<file path="config.mk">
export PLATFORM = sky130hd
export DESIGN_NAME = pc_ir_regs
export DESIGN_NICKNAME = d
export VERILOG_FILES = /design/src/rtl/pc_ir_regs.sv
export SDC_FILE = /design/constraint.sdc
export NUM_CORES = 1
export LEC_CHECK = 0
export BUFFER_PORTS_ARGS = -buffer_cell sky130_fd_sc_hd__buf_2
export CORE_MARGIN = 5
export CORE_UTILIZATION = 50
export DETAILED_ROUTE_END_ITERATION = 16
export PLACE_DENSITY_LB_ADDON = 0.25
export SYNTH_ARGS = -nofsm -noshare
export SYNTH_HDL_FRONTEND = slang
export SYNTH_SLANG_ARGS = --single-unit
</file>
<file path="constraint.sdc">
create_clock -name clk -period 4.6 [get_ports clk]
set_input_delay 0 -clock clk [delete_from_list [all_inputs] [get_ports clk]]
set_output_delay 0 -clock clk [all_outputs]
set_load 0.02 [all_outputs]
</file>
<file path="src/rtl/pc_ir_regs.sv">
// PC / IR register stage behind the multicycle control FSM, with misaligned-target
// trapping and a fetch counter. Define BRANCH_EXT_EN for the full funct3 branch table.
module pc_ir_regs #(
  parameter int unsigned     XLEN     = 32,
  parameter logic [XLEN-1:0] RESET_PC = '0,
  parameter int unsigned     CNT_W    = 32
) (
  input  logic             clk,
  input  logic             reset,
  input  logic             PCUpdate,
  input  logic             Branch,
  input  logic             IRWrite,
  input  logic [XLEN-1:0]  Result,
  input  logic [XLEN-1:0]  ReadData,
  input  logic [XLEN-1:0]  ALUResult,
  input  logic             Zero,
  input  logic             Neg,
  input  logic             Ovf,
  input  logic             Carry,
  output logic [XLEN-1:0]  PC,
  output logic [XLEN-1:0]  OldPC,
  output logic [XLEN-1:0]  Instr,
  output logic [6:0]       op,
  output logic [XLEN-1:0]  Data,
  output logic [XLEN-1:0]  ALUOut,
  output logic             PCWrite,
  output logic             MisalignTrap,
  output logic [CNT_W-1:0] FetchCount
);

  localparam logic [XLEN-1:0] NopInstr = XLEN'(32'h0000_0013);

  logic [XLEN-1:0]  pc_q, pc_d;
  logic [XLEN-1:0]  old_pc_q, old_pc_d;
  logic [XLEN-1:0]  instr_q, instr_d;
  logic [XLEN-1:0]  data_q;
  logic [XLEN-1:0]  alu_out_q;
  logic             trap_q, trap_d;
  logic [CNT_W-1:0] cnt_q, cnt_d;

  logic [2:0] funct3;
  logic       taken;
  logic       req;
  logic       misaligned;
  logic       fetch_en;

  assign funct3 = instr_q[14:12];

`ifdef BRANCH_EXT_EN
  always_comb begin
    taken = 1'b0;
    unique case (funct3)
      3'b000:  taken = Zero;
      3'b001:  taken = !Zero;
      3'b100:  taken = Neg ^ Ovf;
      3'b101:  taken = !(Neg ^ Ovf);
      3'b110:  taken = !Carry;
      3'b111:  taken = Carry;
      default: taken = 1'b0;
    endcase
  end
`else
  // beq only: the comparison flags and funct3 are intentionally ignored.
  logic unused_branch_ext;
  assign unused_branch_ext = ^{Neg, Ovf, Carry, funct3};
  assign taken = Zero;
`endif

  assign req        = PCUpdate | (Branch & taken);
  assign misaligned = req & (Result[1:0] != 2'b00);
  assign PCWrite    = req & !trap_q & (Result[1:0] == 2'b00);
  assign fetch_en   = IRWrite & !trap_q;

  always_comb begin
    pc_d     = pc_q;
    old_pc_d = old_pc_q;
    instr_d  = instr_q;
    cnt_d    = cnt_q;
    trap_d   = trap_q | misaligned;
    if (PCWrite) begin
      pc_d = Result;
    end
    // OldPC captures the pre-update PC even when PC is written in the same cycle.
    if (fetch_en) begin
      instr_d  = ReadData;
      old_pc_d = pc_q;
      cnt_d    = cnt_q + 1'b1;
    end
  end

  always_ff @(posedge clk) begin
    if (!reset) begin
      pc_q      <= RESET_PC;
      old_pc_q  <= RESET_PC;
      instr_q   <= NopInstr;
      data_q    <= '0;
      alu_out_q <= '0;
      trap_q    <= 1'b0;
      cnt_q     <= '0;
    end else begin
      pc_q      <= pc_d;
      old_pc_q  <= old_pc_d;
      instr_q   <= instr_d;
      data_q    <= ReadData;
      alu_out_q <= ALUResult;
      trap_q    <= trap_d;
      cnt_q     <= cnt_d;
    end
  end

  assign PC           = pc_q;
  assign OldPC        = old_pc_q;
  assign Instr        = instr_q;
  assign op           = instr_q[6:0];
  assign Data         = data_q;
  assign ALUOut       = alu_out_q;
  assign MisalignTrap = trap_q;
  assign FetchCount   = cnt_q;

endmodule

</file>
# == After elaboration in Yosys (flattened, before gate mapping) ==
# Index checks and enable logic that the tools add are counted.
# W data, S select, Z words.
# totals
in_bits,105
wordCells,18
regBits,193
# op_classes
addsub,1
reduce_logical,3
bitwise_logic,7
# op_table
cell,count
$add A32 B1 Y32 const B,1
$and A1 B1 Y1,5
$logic_not A2 Y1,1
$or A1 B1 Y1,2
$reduce_bool A2 Y1,1
$logic_not A1 Y1,1

# == Logic depth before layout (Yosys ltp) ==
# Gate-level depths: netlist (run 1).
# depth
depth_word,4
depth_mapped,7

# == Least setup slack after synthesis (run 1) ==
# OpenSTA, ideal clock, no wires.
# synth_timing
path_kind,reg2reg
startpoint,"reg cnt_q[2], in the netlist FetchCount[2]"
endpoint,"reg cnt_q[28], in the netlist FetchCount[28]"
n_path_buf,2
arrival_time_ns,1.687
stages_incl_launch_ff,7
required_time_ns,4.530
path_slack_ns,2.842
period_less_slack_ns,1.758
cell_sequence,dfxtp_1 -> and4b_1 -> buf_4 -> nand4_4 -> buf_6 -> or4_1 -> a21oi_1
# synth_between
elab_chain_cells,1
# synth_rtl
item,line,rtl
"start, declared",39,"logic [CNT_W-1:0] cnt_q, cnt_d;"
"start signal, assigned",107,cnt_q <= cnt_d;
$add A32 B1 Y32,87,cnt_d = cnt_q + 1'b1;
# No other way between the ends.
# A chain may end at the register's enable or synchronous reset.

# == Worst setup path after layout (run 1) ==
# layout_timing
startpoint,"reg trap_q, in the netlist MisalignTrap"
endpoint,out PCWrite
# layout_between
elab_chain_cells,3
# layout_rtl
item,line,rtl
"start, declared",38,"logic trap_q, trap_d;"
"start signal, assigned",106,trap_q <= trap_d;
$logic_not A1 Y1,71,assign PCWrite = req & !trap_q & (Result[1:0] == 2'b00);
$and A1 B1 Y1 (2 in series),71,
"end, declared",26,"output logic PCWrite,"
# No other way between the ends.

==> flow_summary.toml, run 1 <==
[status]
status = "completed"

[global_routing]
grt_pass1_wl_mm = 34.0
antenna_found_initial = 0
grt_pass1_vias = 6533
grt_max_degree = 75
overflow = 0
track_usage_pct = 26.9

[synth]
synth_top_area_share_pct = 58.9
synth_area_um2 = 6560
yosysUniqueCellTypes = 29
syn_area_per_cell_um2 = 8.89
yosysSeqAreaShare_pct = 58.9
yosys-top-cells-area = "dfxtp_1, nand2_1, a21oi_1"
synthCells = 738
yosys_warnings = 0
ys_ff_latch = 193
synth_largest_area_cell = "dfxtp_1"
synth_fp_nets = 844

[run]
cap_violations = 0

[die]
core.rowCount = 41
io_pins = 306
fp.dieH_um = 125
fp.coreArea_um2 = 12700
fp.dieArea_um2 = 15500
die_w_um = 125
start_util_pct = 51.6

[placement]
dp.cells = 1160
gp_congestion = 0.834
placed_area_um2 = 8080
dp_hpwl_mm = 12.9
io_buffers = 302

[cts]
cts.sinks = 193
clk_pin_slew_ps = 60
cts_root_buffer = "clkbuf_16"
clk_latency_ps = 420
clk_path_buf_depth = 2
h-tree-depth = 4
cts-buffers-inserted = 17
cts_setup_buffers = 0
cts_tree = "built"

[setup_path]
cp-end-kind = "output pin"
crit_fanout = 33
arrival_ps = 2710
start_kind = "flop"
cp.required_ps = 4600
r2r_slack_ps = 2100
critPathKind = "flop to output pin"

[route]
antenna_left = 0
route.detailed.drc = 0
dr.pass1.iters = 5
via_per_inst = 5.10
drtIter0Drc = 426
wirelength_mm = 21.3
wl_per_cell_um = 16.6
dr_total_vias = 6553

[finish]
drive_gt1_share_pct = 30.2
mostFrequentLayoutCells = "buf_2, nand2_1, dfxtp_1"
diodes = 0
syn_to_final_growth_pct = 47.4
finalNonFillerCells = 1286
design_area_um2 = 9680
fin_nets = 1210
final_common_cell = "buf_2"

[sta]
fin_skew_ps = 7.36
fmax_mhz = 368
grt_setup_unrepaired = "false"
tns_ps = 0
slew_violations = 0
finalSetupViolations = 0
slew_headroom_pct = 28.5
hold_viol_final = 0
layout_min_cycle_time_ps = 2710
worstMarginPinSlew_ps = 1070
fin_crit_sh_pct = 59.0

[power_and_ir_drop]
leakage_nw = 4.41
power.density_nw_per_um2 = 387
vdd_drop_max_mv = 0.320

[hold_path]
min_path_type = "input pin to flop"
-- cell type report --
| class | instances | area [µm²] |
|---|---|---|
| clock inverter | 6 | 155 |
| timing repair buffer | 404 | 2520 |
| multi-input combinational | 480 | 2420 |
| clock buffer | 23 | 468 |
| sequential | 193 | 3860 |
| inverter | 8 | 31.3 |
| fill | 917 | 3050 |
| tap | 172 | 215 |
-- cell usage after synthesis --
| library cell | instances |
|---|---|
| nand2_1 | 199 |
| dfxtp_1 | 193 |
| a21oi_1 | 113 |
| and2_1 | 66 |
| clkbuf_1 | 40 |
| or4_1 | 15 |
| o31ai_1 | 14 |
| nor2_1 | 13 |
| nand3_1 | 12 |
| buf_4 | 8 |
| nand4_1 | 8 |
| inv_1 | 7 |
| xor2_1 | 7 |
| o21ai_0 | 6 |
| or3_1 | 6 |
| and4_1 | 5 |
| buf_2 | 5 |
| and3_1 | 3 |
| buf_1 | 3 |
| nand2b_1 | 3 |
| mux2i_1 | 2 |
| nor4_1 | 2 |
| xnor2_1 | 2 |
| and4b_1 | 1 |
| buf_6 | 1 |
| clkinv_1 | 1 |
| ha_1 | 1 |
| nand4_4 | 1 |
| nor2b_1 | 1 |
-- registers in the layout, indices dropped and copies added, names as in the netlist --
| name | flops |
|---|---|
| ALUOut | 32 |
| Data | 32 |
| FetchCount | 32 |
| Instr | 32 |
| MisalignTrap | 1 |
| OldPC | 32 |
| PC | 32 |
-- path summary, 6_finish.rpt --
kind,from,to,depth (start not counted)
hold / removal,IRWrite,OldPC[30]$_SDFFE_PN0P_,4
setup / recovery,MisalignTrap$_SDFF_PN0_,PCWrite,4
setup reg to reg,MisalignTrap$_SDFF_PN0_,FetchCount[27]$_SDFFE_PN0P_,4
hold reg to reg,Instr[16]$_SDFFE_PN0P_,Instr[16]$_SDFFE_PN0P_,2
-- metal layers --
| layer | track usage (%) | part of all wire, % | routed length (µm) | up-vias |
|---|---|---|---|---|
| li1 | - | - | - | 3144 |
| met1 | 31.1 | 38 | 8200 | 2999 |
| met2 | 44.7 | 47 | 10100 | 341 |
| met3 | 8.45 | 9.4 | 2010 | 69 |
| met4 | 13.7 | 4.6 | 991 | 0 |
| met5 | 0 | 0 | 0 | - |
-- cell families (layout without fill, tap and decap cells) --
group / after synthesis / in the layout / synth area share [%]
fa+ha+maj: 1 / 1 / 0.191
mux: 2 / 2 / 0.305
xor+xnor: 9 / 9 / 1.20
buf+inv: 65 / 441 / 4.38
flops: 193 / 193 / 58.9
compound gates: 133 / 133 / 10.7
simple gates: 335 / 335 / 24.4
-- per-stage QoR --
stage               power (mW)  setup WS [ps]  util, %  hold WS, ps
finish                    3.75           1890     76.1         51.5
global route              3.87           1690     76.1         50.1
CTS                       3.76           1850     76.1         30.6
detailed placement        2.14           2150     63.5          210
global placement          2.13           2230     63.5          206
floorplan                 1.99           2840        -          122
-- power breakdown --
part           internal [mW]  switching, mW
Combinational          0.170          0.241
Clock                  0.985          0.587
Sequential              1.73         0.0295
-- what timing repair did --
action,CTS,global route
resized for setup,0,0
hold buffers,97,0
endpoints found under the hold margin,127,0
-- worst max-delay path, stage by stage, from the launching register on --
cell and delay [ps]:
dfxtp_1 380, or4_1 480, buf_4 270, inv_1 830
buf_2 330
(Power assumes the default switching activity.)
==> run 2: changes to the inputs <==
Settings changed: CORE_UTILIZATION 50 to 42.
Clock period 4.6 ns to 2.4 ns, I/O delays scaled along.
==> run 2 against run 1 <==
Compared with the run above:
- worst setup slack lost 1700 ps
- die area up 17%
- cell count increased by 4.0%
- sequential share of layout area down 0.65 points
- sequential cell count unchanged
- global-route usage fell by 5.6 points
- count of clock-buffer cells in the layout decreased by 5
- clock skew increased by 1.8 ps
- largest cell class unchanged
- largest power group unchanged
- wire length fell by 4.5%
- power is 88% higher
==> flow_summary.toml, run 2 (synthesis results as in run 1) <==
[sta]
fmax_mhz = 455
hold_viol_final = 0
slew_violations = 0
grt_setup_unrepaired = "false"
slew_headroom_pct = 60.9
fin_crit_sh_pct = 91.6
worst_slack_ps = 203
worstMarginPinSlew_ps = 585
fin_skew_ps = 9.14
finalSetupViolations = 0
tns_ps = 0
timing.hold.ws_ps = 80.0
layout_min_cycle_time_ps = 2200

[setup_path]
cpPeakStageDelay_ps = 580
start_kind = "flop"
crit_cells = 5
crit_fanout = 10
cp-end-kind = "flop"
cp.required_ps = 2770
cp_slowest_cell = "dlygate4sd3_1"
path_cells = "or4_1, inv_1, nand2_1, a21oi_1, dlygate4sd3_1"
crit_buf_inv = 2
arrival_ps = 2570
critPathKind = "flop to flop"
r2r_cells = 5
critPathTopFamily = "buffers and inverters"

[placement]
dp_slack_ps = 408
dp_hpwl_mm = 13.4
io_buffers = 302
gp_congestion = 0.766
dp.cells = 1203

[global_routing]
antenna_found_initial = 1
grt_max_degree = 74
grt_pass1_vias = 5991
grt_pass1_wl_mm = 31.0
overflow = 0
track_usage_pct = 21.3

[power_and_ir_drop]
total_power_mw = 7.06
vdd_drop_max_mv = 0.449
power.density_nw_per_um2 = 718
leakage_nw = 4.47

[die]
die_w_um = 135
start_util_pct = 43.0
fp.dieArea_um2 = 18200
fp.coreArea_um2 = 15300
core.rowCount = 45
fp.dieH_um = 135
io_pins = 306

[route]
wirelength_mm = 20.4
route.detailed.drc = 0
dr.pass1.iters = 6
drtIter0Drc = 231
wl_per_cell_um = 15.2
dr_total_vias = 6338
via_per_inst = 4.74
antenna_left = 0

[cts]
clk_latency_ps = 430
clk_path_buf_depth = 2
cts_tree = "built"
cts_root_buffer = "clkbuf_16"
cts.sinks = 193
clk_pin_slew_ps = 80
h-tree-depth = 4
cts-buffers-inserted = 17
cts.repair.resized = 0

[status]
status = "completed"

[finish]
fin_nets = 1219
final_common_cell = "buf_2"
drive_gt1_share_pct = 30.7
syn_to_final_growth_pct = 49.8
finalNonFillerCells = 1338
mostFrequentLayoutCells = "buf_2, nand2_1, dfxtp_1"

[hold_path]
min_path_cells = 4
min_path_type = "input pin to flop"

[run]
cap_violations = 0
run 2: cell types whose count changed in the layout (fill, tap and decap cells not counted), sizes merged, moves of 3 or more:
cell / change
inv: +6
dlygate4sd3: +5
clkbuf: -5
buf: +4
bufinv: -3
clkinv: +4
run 2: final cells by class:
cell class | count | area [µm²]
Antenna cell | 1 | 2.50
Inverter | 8 | 31.3
Sequential cell | 193 | 3860
Fill cell | 1254 | 5420
Clock buffer | 18 | 429
Tap cell | 211 | 264
Multi-Input combinational cell | 480 | 2420
Timing Repair Buffer | 413 | 2650
Clock inverter | 14 | 171
run 2: path summary, 6_finish.rpt:
path                            slack, ps                     from                    endpoint
worst min-delay path                   80                  IRWrite  FetchCount[1]$_SDFFE_PN0P_
worst max-delay path                  200  MisalignTrap$_SDFF_PN0_         PC[26]$_SDFFE_PN0P_
worst max register to register        200  MisalignTrap$_SDFF_PN0_         PC[26]$_SDFFE_PN0P_
worst min register to register        450   Instr[31]$_SDFFE_PN0P_      Instr[31]$_SDFFE_PN0P_
run 2: timing repair:
action | CTS | global route
setup buffers | 0 | 0
hold buffers | 102 | 0
hold endpoints to repair | 137 | 0
run 2: power by group:
group	internal, mW	leakage [nW]	total, mW	switching (mW)
registers	3.32	1.58	3.37	0.0539
clock network	1.58	0.291	2.89	1.31
logic	0.343	2.60	0.800	0.457
run 2: metal layers:
| layer | global-route usage, % | vias to the layer above | wire length, µm |
|---|---|---|---|
| met2 | 37.1 | 228 | 10000 |
| met3 | 7.94 | 30 | 1840 |
| met5 | 0 | - | 0 |
| met1 | 23.9 | 2913 | 8110 |
| li1 | - | 3167 | - |
| met4 | 7.73 | 0 | 375 |
run 2: per-stage QoR:
| stage | utilization (%) | cell area (µm²) |
|---|---|---|
| after floorplan | - | 6560 |
| after global placement | 53.8 | 8210 |
| after detailed placement | 53.8 | 8210 |
| after CTS | 64.4 | 9830 |
| after global routing | 64.5 | 9830 |
| final | 64.5 | 9830 |
run 2: worst register-to-register path, stage by stage (launching register included):
cell and delay [ps]:
dfxtp_1 370, or4_1 520, inv_1 380, nand2_1 120, a21oi_1 170, dlygate4sd3_1 580
